File: src/rtl/prio_enc_arb.sv
// Registered priority encoder with a one-deep valid/ready output stage.
// Define PRIO_ENC_ARB_RR_EN for round-robin selection; otherwise the lowest set index wins.
module prio_enc_arb #(
  parameter int N = 8,
  localparam int W = $clog2(N)
) (
  input  logic         clk,
  input  logic         rst_n,
  input  logic [N-1:0] req,
  input  logic         req_vld,
  output logic         req_rdy,
  output logic [W-1:0] grant_idx,
  output logic [N-1:0] grant_oh,
  output logic         grant_none,
  output logic         grant_vld,
  input  logic         grant_rdy
);

  // Handshake: a transfer happens on a rising edge where valid and ready are both 1.
  // The result stage accepts a new request when empty or when its result is consumed.
  logic         load;
  logic [W-1:0] win_idx;
  logic         win_found;
  logic [N-1:0] win_oh;

  assign req_rdy = !grant_vld | grant_rdy;
  assign load    = req_vld & req_rdy;

`ifdef PRIO_ENC_ARB_RR_EN
  logic [W-1:0] ptr;
  logic [W-1:0] scan_idx;

  // Scan upward from ptr, wrapping N-1 -> 0; the first set bit wins.
  always_comb begin
    win_idx   = '0;
    win_found = 1'b0;
    scan_idx  = '0;
    for (int i = 0; i < N; i++) begin
      scan_idx = W'((int'(ptr) + i) % N);
      if (!win_found && req[scan_idx]) begin
        win_idx   = scan_idx;
        win_found = 1'b1;
      end
    end
  end

  // Pointer advances past the winner only when a non-empty request is taken.
  always_ff @(posedge clk or negedge rst_n) begin
    if (!rst_n) begin
      ptr <= '0;
    end else if (load && win_found) begin
      ptr <= (win_idx == W'(N-1)) ? '0 : win_idx + 1'b1;
    end
  end
`else
  // Descending scan so the lowest set index is the last (winning) assignment.
  always_comb begin
    win_idx   = '0;
    win_found = 1'b0;
    for (int i = N-1; i >= 0; i--) begin
      if (req[i]) begin
        win_idx   = W'(i);
        win_found = 1'b1;
      end
    end
  end
`endif

  always_comb begin
    win_oh = '0;
    if (win_found) begin
      win_oh[win_idx] = 1'b1;
    end
  end

  // Result registers only change on load; retiring without a new load just drops valid.
  always_ff @(posedge clk or negedge rst_n) begin
    if (!rst_n) begin
      grant_vld  <= 1'b0;
      grant_idx  <= '0;
      grant_oh   <= '0;
      grant_none <= 1'b0;
    end else if (load) begin
      grant_vld  <= 1'b1;
      grant_idx  <= win_idx;
      grant_oh   <= win_oh;
      grant_none <= !win_found;
    end else if (grant_rdy) begin
      grant_vld  <= 1'b0;
    end
  end

endmodule

File: config.mk
export PLATFORM = sky130hd
export DESIGN_NAME = prio_enc_arb
export DESIGN_NICKNAME = d
export VERILOG_FILES = /design/src/rtl/prio_enc_arb.sv
export SDC_FILE = /design/constraint.sdc
export NUM_CORES = 1
export LEC_CHECK = 0
export BUFFER_PORTS_ARGS = -buffer_cell sky130_fd_sc_hd__buf_2
export CELL_PAD_IN_SITES_DETAIL_PLACEMENT = 2
export CELL_PAD_IN_SITES_GLOBAL_PLACEMENT = 2
export CORE_MARGIN = 2
export CORE_UTILIZATION = 26
export CTS_CLUSTER_SIZE = 40
export DETAILED_ROUTE_END_ITERATION = 10
export PLACE_DENSITY = 0.75
export SLEW_MARGIN = 20
export SYNTH_ARGS = -nofsm -noshare
export SYNTH_HDL_FRONTEND = slang
export SYNTH_SLANG_ARGS = --single-unit
File: constraint.sdc
create_clock -name clk -period 2.2 [get_ports clk]
set_clock_uncertainty 0.2 [all_clocks]
set_input_delay 0.55 -clock clk [delete_from_list [all_inputs] [get_ports clk]]
set_output_delay 0.55 -clock clk [all_outputs]
set_load 0.02 [all_outputs]
Word-level counts from Yosys, hierarchy flattened
Index checks and enable logic that the tools add are counted.
- register bits: 13
- bits of input ports: 12
- output and inout bits: 14
- logic and storage cells: 33
- $lt $le $gt $ge: 2
- mux-type cells: 21
- bitwise gates (word level): 2
- reduce and logical (&&, ||, !) cells: 4
- operator list (operator ; count):
    $mux W3 ; 8
    $mux W1 ; 11
    $mux W8 ; 1
    $lt A3 B4 Y1 const B ; 1
    $demux W1 S3 ; 1
    $ge A3 B1 Y1 const B ; 1
    $logic_not A1 Y1 ; 2
    $reduce_bool A2 Y1 ; 1
    $and A1 B1 Y1 ; 1
    $logic_and A1 B1 Y1 ; 1
    $or A1 B1 Y1 ; 1

Logic depth before layout (Yosys ltp)
Gate-level depths: netlist of run 1.
- depth after elaboration: 13
- depth in mapped cells: 5
- gate-level depth less buffers: 4

Least setup slack after synthesis of run 1
No wires, ideal clock.
- kind: in2reg
- from: input grant_rdy
- to: register grant_oh[0]
- setup time: 125 ps
- arrival time: 1369 ps
- required time: 1875 ps
- setup slack: 507 ps
- stages: 3
- path buffers: 0
- cells stage by stage: nand2b_1 > nand2_1 > mux2_2
- word-level cells in the longest chain between the ends: 2
- RTL lines (item ; RTL line ; source):
    from (decl) ; 16 ; input logic grant_rdy
    $or A1 B1 Y1 ; 26 ; assign req_rdy = !grant_vld | grant_rdy;
    $and A1 B1 Y1 ; 27 ; assign load = req_vld & req_rdy;
    to (signal assigned) ; 86 ; grant_oh <= win_oh;
    to (decl) ; 13 ; output logic [N-1:0] grant_oh,
No other way between the ends.
A chain may end at the register's enable or synchronous reset.

Worst setup path in the final report of run 1
- from: register grant_vld
- to: output req_rdy
- word-level cells in the longest chain between the ends: 2
- RTL lines (item ; RTL line ; source):
    from (decl) ; 15 ; output logic grant_vld,
    from (signal assigned) ; 79 ; grant_vld <= 1'b0;
    from (signal assigned) ; 84 ; grant_vld <= 1'b1;
    from (signal assigned) ; 89 ; grant_vld <= 1'b0;
    $logic_not A1 Y1 ; 26 ;
    $or A1 B1 Y1 ; 26 ;
    to (decl) ; 11 ; output logic req_rdy,
No other way between the ends.

==> results of run 1 <==
==> metal layers <==
metal	vias to the layer above	wire length, µm
li1	255	-
met5	-	0
met2	20	746
met3	5	74
met4	0	48
met1	238	708
==> where the power goes <==
part	total (µW)	internal, µW	switching [µW]	leakage (µW)
clock network	158	70.6	87.2	0.0000150
registers	260	253	6.65	0.000172
logic	94.2	33.7	60.6	0.000207
==> worst paths after layout <==
path	startpoint	endpoint
worst max register to register	grant_vld$_DFFE_PN0P_	grant_idx[0]$_DFFE_PN0P_
worst max-delay path	grant_vld$_DFFE_PN0P_	req_rdy
min in group asynchronous	rst_n	grant_oh[1]$_DFFE_PN0P_
worst min-delay path	req[0]	grant_idx[0]$_DFFE_PN0P_
worst min register to register	grant_idx[0]$_DFFE_PN0P_	grant_idx[0]$_DFFE_PN0P_
max in group asynchronous	rst_n	grant_none$_DFFE_PN0P_
==> sequential cells by signal, indices dropped and copies added (netlist names) <==
name,count
grant_none,1
grant_oh,8
grant_vld,1
grant_idx,3
==> synthesized netlist by cell type <==
library cell,number,area share
mux2_2,1,0.020
inv_1,1,0.0067
o21ai_0,7,0.062
nand2b_1,4,0.045
o31ai_1,4,0.054
buf_2,1,0.0089
a21oi_1,1,0.0089
nor2_1,6,0.040
nand4_1,1,0.011
dfrtp_1,13,0.58
nand2_1,13,0.087
a21o_1,1,0.013
nor3_1,1,0.0089
a221oi_2,1,0.027
or2b_1,1,0.013
nand3b_1,1,0.013
==> cell families after synthesis <==
logic type,synth area share
AOI/OAI and AO/OA,0.165
buffers and inverters,0.0156
muxes,0.0201
and+or+nand+nor,0.219
DFF,0.580
==> layout make-up <==
class                   instances  area (µm²)
clock buffers                   4        26.3
fillers                       247        1240
inverters                       1        3.75
multi-input cells              42         226
flip-flops and latches         13         325
well taps                      27        33.8
repair buffers                 27         143
==> what timing repair did <==
action                                 CTS  global route
hold buffers                             1             0
gates resized for setup                  0             0
endpoints found under the hold margin   13             0
==> per-stage QoR <==
stage                     cell area, µm²  utilization  total power [µW]  hold WS (ps)
after floorplan                      561            -               314          54.4
after global placement               722        0.361               356           255
after detailed placement             722        0.361               360           256
after CTS                            758        0.379               518           271
after global routing                 758        0.379               535           295
final                                758        0.379               512           272
==> results.cfg, run 1 <==
[setup_path]
arrival_ps = 1020
path_buf_inv = 1
path_max_fanout = 4
cp_cell_sequence = nand2b_1 -> buf_2
slowest_delay_ps = 400
start_kind = flip-flop
path_class = flip-flop to primary output
critical_path.top_delay_family = flip-flops
critPathCaptureType = primary output
rrSetupSlack_ps = 790
reg2regPathDepth = 4
worst-path-stages = 2
cp.required_ps = 1450
slowest_stage = dfrtp_1

[placement]
dpl.hpwl_um = 1210
placedCellCount = 109
io_buffers = 25
place_ws_ps = 326
gp_congestion = 0.709

[timing]
fin_ws_ps = 426
finalCriticalPeriod_ps = 1770
fmax_mhz = 564
report.final.setup_viol = 0
fin_tns_setup_ps = 0
drv_slew = 0
max-slew-margin-rel = 0.791
post-route-period-util = 0.806
rsz0062_at_grt = false
worst_slew_pin_slew_ps = 313
hold_violations = 0

[die]
dieArea_um2 = 2540
die_x_um = 50.4
core_um2 = 2000
rows = 16
initial_utilization = 0.280
die_h_um = 50.4
io_pins = 26

[yosys]
ys_seq_area_frac = 0.580
netlist_instances = 57
yosysWarningCount = 0
syn-num-nets = 69
syn_area_per_cell_um2 = 9.83
netlist_area_um2 = 561
ys_types = 16
synth_seq_cells = 13

[clocking]
clockBufferDepth = 2
cts-root-buf = clkbuf_4
clock-sinks = 13
cts_setup_buffers = 0
clkLatencyLatePin_ps = 290
clk_pin_slew_ps = 90
h-tree-depth = 1
cts_buffers = 3
tritoncts = built

[detailed_routing]
num_vias = 518
wl_per_cell_um = 13.8
drc = 0
drt-total-wl_um = 1580
first_pass_iters = 2
drt_iter0_drc = 4
routed_via_density = 4.54
antenna_left = 0

[job]
drv_cap = 0

[hold_path]
whs_path_depth = 2
hold_path_class = input pin to flip-flop

[power]
p_leak_uw = 0.000394
powerDensity_nw_per_um2 = 675
ir_worst_vdd_uv = 273

[global_routing]
gr-usage-met2 = 0.232
grt_pass1_wl_um = 2510
overflow = 0
busiest_layer = met2
grt_start_max_net_pins = 15
track_usage = 0.138
grt_pass1_vias = 565
antenna_found_initial = 0
groute.layer.met3.usage = 0.0149
grt_util_met1 = 0.158

[layout]
layout.cells.non_filler = 114
layout.nets = 100
area_growth_syn_to_layout_pct = 35.3
mostFrequentLayoutCells = buf_2, nand2_1, dfrtp_1, o21ai_0, nor2_1
drive_gt1_frac = 0.356
n_antenna_cell = 0
final_common_cell = buf_2

[run_status]
status = completed
(Power assumes the default switching activity.)
==> inputs of run 2 (changes only) <==
--- a/config.mk
+++ b/config.mk
@@ -5,14 +5,15 @@
 export SDC_FILE = /design/constraint.sdc
 export NUM_CORES = 1
 export LEC_CHECK = 0
+export ABC_AREA = 1
 export BUFFER_PORTS_ARGS = -buffer_cell sky130_fd_sc_hd__buf_2
 export CELL_PAD_IN_SITES_DETAIL_PLACEMENT = 2
 export CELL_PAD_IN_SITES_GLOBAL_PLACEMENT = 2
 export CORE_MARGIN = 2
-export CORE_UTILIZATION = 26
+export CORE_UTILIZATION = 22
 export CTS_CLUSTER_SIZE = 40
 export DETAILED_ROUTE_END_ITERATION = 10
-export PLACE_DENSITY = 0.75
+export PLACE_DENSITY = 0.67
 export SLEW_MARGIN = 20
 export SYNTH_ARGS = -nofsm -noshare
 export SYNTH_HDL_FRONTEND = slang
==> constraint.sdc (replaced) <==
create_clock -name clk -period 1.4 [get_ports clk]
set_clock_uncertainty 0.2 [all_clocks]
set_input_delay 0.35 -clock clk [delete_from_list [all_inputs] [get_ports clk]]
set_output_delay 0.35 -clock clk [all_outputs]
set_load 0.02 [all_outputs]
==> results.cfg, run 2 <==
[setup_path]
cp_cell_sequence = nand2_4 -> buf_6
arrival_ps = 860
critPathCaptureType = primary output
slowest_stage = dfrtp_1
cp.required_ps = 850
slowest_delay_ps = 410
start_kind = flip-flop
path_max_fanout = 2
path_class = flip-flop to primary output

[placement]
place_area_um2 = 830
place_ws_ps = -5.77
gp_congestion = 0.684
io_buffers = 25
dpl.hpwl_um = 1510

[job]
drv_cap = 0

[die]
initial_utilization = 0.235
die_h_um = 58.7
die_x_um = 58.7
rows = 19
dieArea_um2 = 3450
io_pins = 26
core_um2 = 2810

[layout]
area_growth_syn_to_layout_pct = 44.7
final_cell_area_um2 = 952
max_flop_register = grant_oh
largestRegisters = grant_oh: 8 flops, grant_idx: 3 flops
layout.nets = 133
n_antenna_cell = 0
mostFrequentLayoutCells = nand2_1, buf_2, dfrtp_1, buf_4, nor2_1
largest_register_ff_count = 8
final_common_cell = nand2_1
drive_gt1_frac = 0.433
finalCoreUtilization = 0.339

[yosys]
syn-num-nets = 92
netlist_instances = 80
yosysWarningCount = 0
synth_seq_cells = 13
ys_seq_area_frac = 0.494
synth_common_cells = nand2_1, dfrtp_1, nor2_1
post-synth-top-count-cell = nand2_1
synth_flop_cell = dfrtp_1
syn_area_per_cell_um2 = 8.23
synth-edff-count = 0
synthArstFlopShare = 1.00
yosys.area.top_type = dfrtp_1
ys_types = 17
synthDominantCellAreaShare = 0.494
netlist_area_um2 = 658
yosys-top-cells-area = dfrtp_1, nand2_1, nand2_4

[power]
p_leak_uw = 0.000551
powerDensity_nw_per_um2 = 935
ir_worst_vdd_uv = 236
p_total_uw = 890

[clocking]
clk_pin_slew_ps = 80
clockBufferDepth = 2
clkLatencyLatePin_ps = 270
cts_buffers = 3
tritoncts = built
h-tree-depth = 1
cts-root-buf = clkbuf_4
clock-sinks = 13

[detailed_routing]
routed_via_density = 4.50
first_pass_iters = 7
drt_iter0_drc = 3
drc = 3
num_vias = 680
dr_wl_met2_um = 986
wl_met3_um = 84
wl_met1_um = 839
drt-total-wl_um = 1940
highest_layer = met4
wl_per_cell_um = 12.8
antenna_left = 0

[run_status]
status = finished with violations
violations = DRC, setup timing

[timing]
finalCriticalPeriod_ps = 1410
report.final.setup_viol = 2
fin_ws_ps = -10.2
worst_slew_pin_slew_ps = 309
fin_tns_setup_ps = -15.6
hold_violations = 0
rsz0062_at_grt = true
fmax_mhz = 709
drv_slew = 0
post-route-period-util = 1.01
max-slew-margin-rel = 0.794

[hold_path]
hold_path_class = input pin to flip-flop

[global_routing]
track_usage = 0.124
grt_start_max_net_pins = 16
antenna_found_initial = 0
overflow = 0
grt_pass1_vias = 717
grt_pass1_wl_um = 3240
-- run 2: kinds of logic (layout without fill, tap and decap cells) --
family / after synthesis / after routing / share of synthesized area
AOI/OAI and AO/OA: 5 / 5 / 0.0494
buffers and inverters: 10 / 50 / 0.0666
DFF: 13 / 13 / 0.494
and+or+nand+nor: 52 / 52 / 0.390
-- run 2: area by class of cell --
class,count,area [µm²]
fill,336,1850
sequential,13,325
multi-input combinational,57,289
timing repair buffer,37,236
tap,31,38.8
inverter,9,36.3
clock buffer,4,26.3
-- run 2: path summary, 6_finish.rpt --
path,start,endpoint,slack [ps],cells past startpoint
max in group asynchronous,rst_n,grant_vld$_DFFE_PN0P_,480,2
min in group asynchronous,rst_n,grant_oh[4]$_DFFE_PN0P_,290,2
max,grant_vld$_DFFE_PN0P_,req_rdy,-10,2
max reg2reg,grant_vld$_DFFE_PN0P_,grant_oh[6]$_DFFE_PN0P_,70,8
min,req[3],grant_oh[3]$_DFFE_PN0P_,170,3
min reg2reg,grant_oh[7]$_DFFE_PN0P_,grant_oh[7]$_DFFE_PN0P_,290,2
-- run 2: timing repair --
action / CTS / global route
endpoints found under the hold margin: 13 / 0
pin swaps: 1 / 1
hold buffers: 1 / 0
setup buffers: 1 / 8
setup endpoints to repair: 2 / 10
resized for setup: 2 / 4
-- run 2: report_power, final --
group          internal, µW  switching, µW  total, µW  leakage [µW]
Sequential              401           16.5        418      0.000172
Combinational          97.1            138        235      0.000364
Clock                   110            127        238     0.0000150
Total                   609            282        890      0.000551
-- run 2: critical path, delay by kind of cell, from the launching register on --
| kind | cells | cell delay (ps) |
|---|---|---|
| buf+inv | 1 | 110 |
| flops | 1 | 410 |
| simple gates | 1 | 70 |
-- run 2: through the flow --
step	cells	hold WS, ps
2_1_floorplan	80	-146
3_3_place_gp	137	53.1
3_5_place_dp	137	62.7
4_1_cts	143	165
5_1_grt	151	184
6_report	151	173
-- run 2: layer usage --
metal / track usage / vias up
met1: 0.153 / 328
met2: 0.212 / 19
met3: 0.0132 / 2
met5: 0 / -
li1: - / 331
met4: 0.0682 / 0
==> inputs of run 3 (changes only) <==
--- a/config.mk
+++ b/config.mk
@@ -6,7 +6,7 @@
 export NUM_CORES = 1
 export LEC_CHECK = 0
 export ABC_AREA = 1
-export BUFFER_PORTS_ARGS = -buffer_cell sky130_fd_sc_hd__buf_2
+export BUFFER_PORTS_ARGS = -buffer_cell sky130_fd_sc_hd__clkbuf_2
 export CELL_PAD_IN_SITES_DETAIL_PLACEMENT = 2
 export CELL_PAD_IN_SITES_GLOBAL_PLACEMENT = 2
 export CORE_MARGIN = 2
==> results.cfg, run 3 (same netlist as run 2, synthesis figures left out) <==
[run_status]
status = finished with violations
violations = DRC, setup timing

[global_routing]
antenna_found_initial = 0
overflow = 0
grt_pass1_vias = 710
grt_pass1_wl_um = 3050
track_usage = 0.115
grt_start_max_net_pins = 15

[timing]
drv_slew = 0
finalCriticalPeriod_ps = 1440
worst_slew_pin_slew_ps = 337
report.final.setup_viol = 2
hold_violations = 0
fin_ws_ps = -38.8
rsz0062_at_grt = true
max-slew-margin-rel = 0.775
post-route-period-util = 1.03
fin_tns_setup_ps = -61.3
fmax_mhz = 695

[layout]
largestRegisters = grant_oh: 8 flops, grant_idx: 3 flops
max_flop_register = grant_oh
drive_gt1_frac = 0.447
final_cell_area_um2 = 993
fillCellCount = 331
layout.nets = 136
final_common_cell = nand2_1
mostFrequentLayoutCells = nand2_1, clkbuf_2, dfrtp_1, buf_4, nor2_1
largest_register_ff_count = 8
area_growth_syn_to_layout_pct = 51.0
n_antenna_cell = 0

[setup_path]
critPathCaptureType = primary output
path_class = flip-flop to primary output
arrival_ps = 890
path_max_fanout = 2
start_kind = flip-flop
cp.required_ps = 850

[detailed_routing]
antenna_left = 0
drt_iter0_drc = 12
drt-total-wl_um = 1970
drc = 3
wl_per_cell_um = 12.8
num_vias = 716
first_pass_iters = 6
routed_via_density = 4.65

[die]
core_um2 = 2810
dieArea_um2 = 3450
initial_utilization = 0.235
rows = 19
die_x_um = 58.7
die_h_um = 58.7
io_pins = 26

[clocking]
clockBufferDepth = 2
cts-root-buf = clkbuf_4
cts_buffers = 3
h-tree-depth = 1
clkLatencyLatePin_ps = 270
clock-sinks = 13
tritoncts = built
clk_pin_slew_ps = 80

[power]
powerDensity_nw_per_um2 = 905
ir_worst_vdd_uv = 177
p_leak_uw = 0.000568

[hold_path]
hold_path_class = input pin to flip-flop

[job]
drv_cap = 0

[placement]
dpl.hpwl_um = 1440
gp_congestion = 0.707
place_area_um2 = 837
io_buffers = 25
==> run 3: changes by cell type in the layout (fill, tap and decap cells not counted) <==
cell      delta
buf_8        +1
clkbuf_4     +1
clkbuf_2    +15
buf_2       -16
nand2_4      -1
buf_4        +2
nand2_8      +1
==> run 3: repair_timing <==
action                                  in CTS  in global routing
gates resized for setup                      3                 15
buffers inserted                             1                 10
hold buffers                                 1                  0
pin swaps                                    1                  4
hold endpoints to repair                    13                  0
endpoints found under the setup margin       2                 11
==> run 3: routing by layer <==
layer	vias to the layer above	wire, µm	global-route usage
met2	21	1060	0.189
met3	2	98	0.0154
li1	338	-	-
met4	0	24	0.0584
met5	-	0	0
met1	355	780	0.147
==> run 3: final cells by class <==
cell class	count	area, µm²	share of cell area
Inverter	9	36.3	0.0365
Clock buffer	4	26.3	0.0264
Timing Repair Buffer	40	269	0.271
Sequential cell	13	325	0.327
Tap cell	31	38.8	0.0390
Multi-Input combinational cell	57	298	0.300
==> run 3: metrics by stage <==
stage / std cells / power, µW / hold slack (ps) / utilization / setup WS (ps)
after floorplan: 80 / 539 / -146 / - / 82.5
after global placement: 138 / 615 / 61.6 / 0.298 / 11.7
after detailed placement: 138 / 623 / 67.2 / 0.298 / -2.47
after CTS: 144 / 870 / 151 / 0.318 / -62.8
after global routing: 154 / 953 / 174 / 0.354 / -98.6
final: 154 / 899 / 157 / 0.354 / -38.8
==> run 3: worst max-delay path, stage by stage (launching register included) <==
cell and delay [ps]:
dfrtp_1 420, nand2_4 90, buf_8 110
==> run 3: worst paths after layout <==
kind,from,endpoint,slack (ps),depth (start not counted)
worst max register to register,grant_vld$_DFFE_PN0P_,grant_oh[6]$_DFFE_PN0P_,10,8
worst max-delay path,grant_vld$_DFFE_PN0P_,req_rdy,-40,2
max in group asynchronous,rst_n,grant_none$_DFFE_PN0P_,430,2
worst min register to register,grant_idx[1]$_DFFE_PN0P_,grant_idx[1]$_DFFE_PN0P_,280,2
min in group asynchronous,rst_n,grant_idx[0]$_DFFE_PN0P_,330,2
worst min-delay path,req[1],grant_oh[1]$_DFFE_PN0P_,160,3
==> run 3: where the power goes <==
part	internal, µW	switching (µW)	leakage (µW)	total [µW]
Combinational	108	141	0.000381	249
Sequential	401	16.1	0.000172	417
Clock	110	122	0.0000150	233
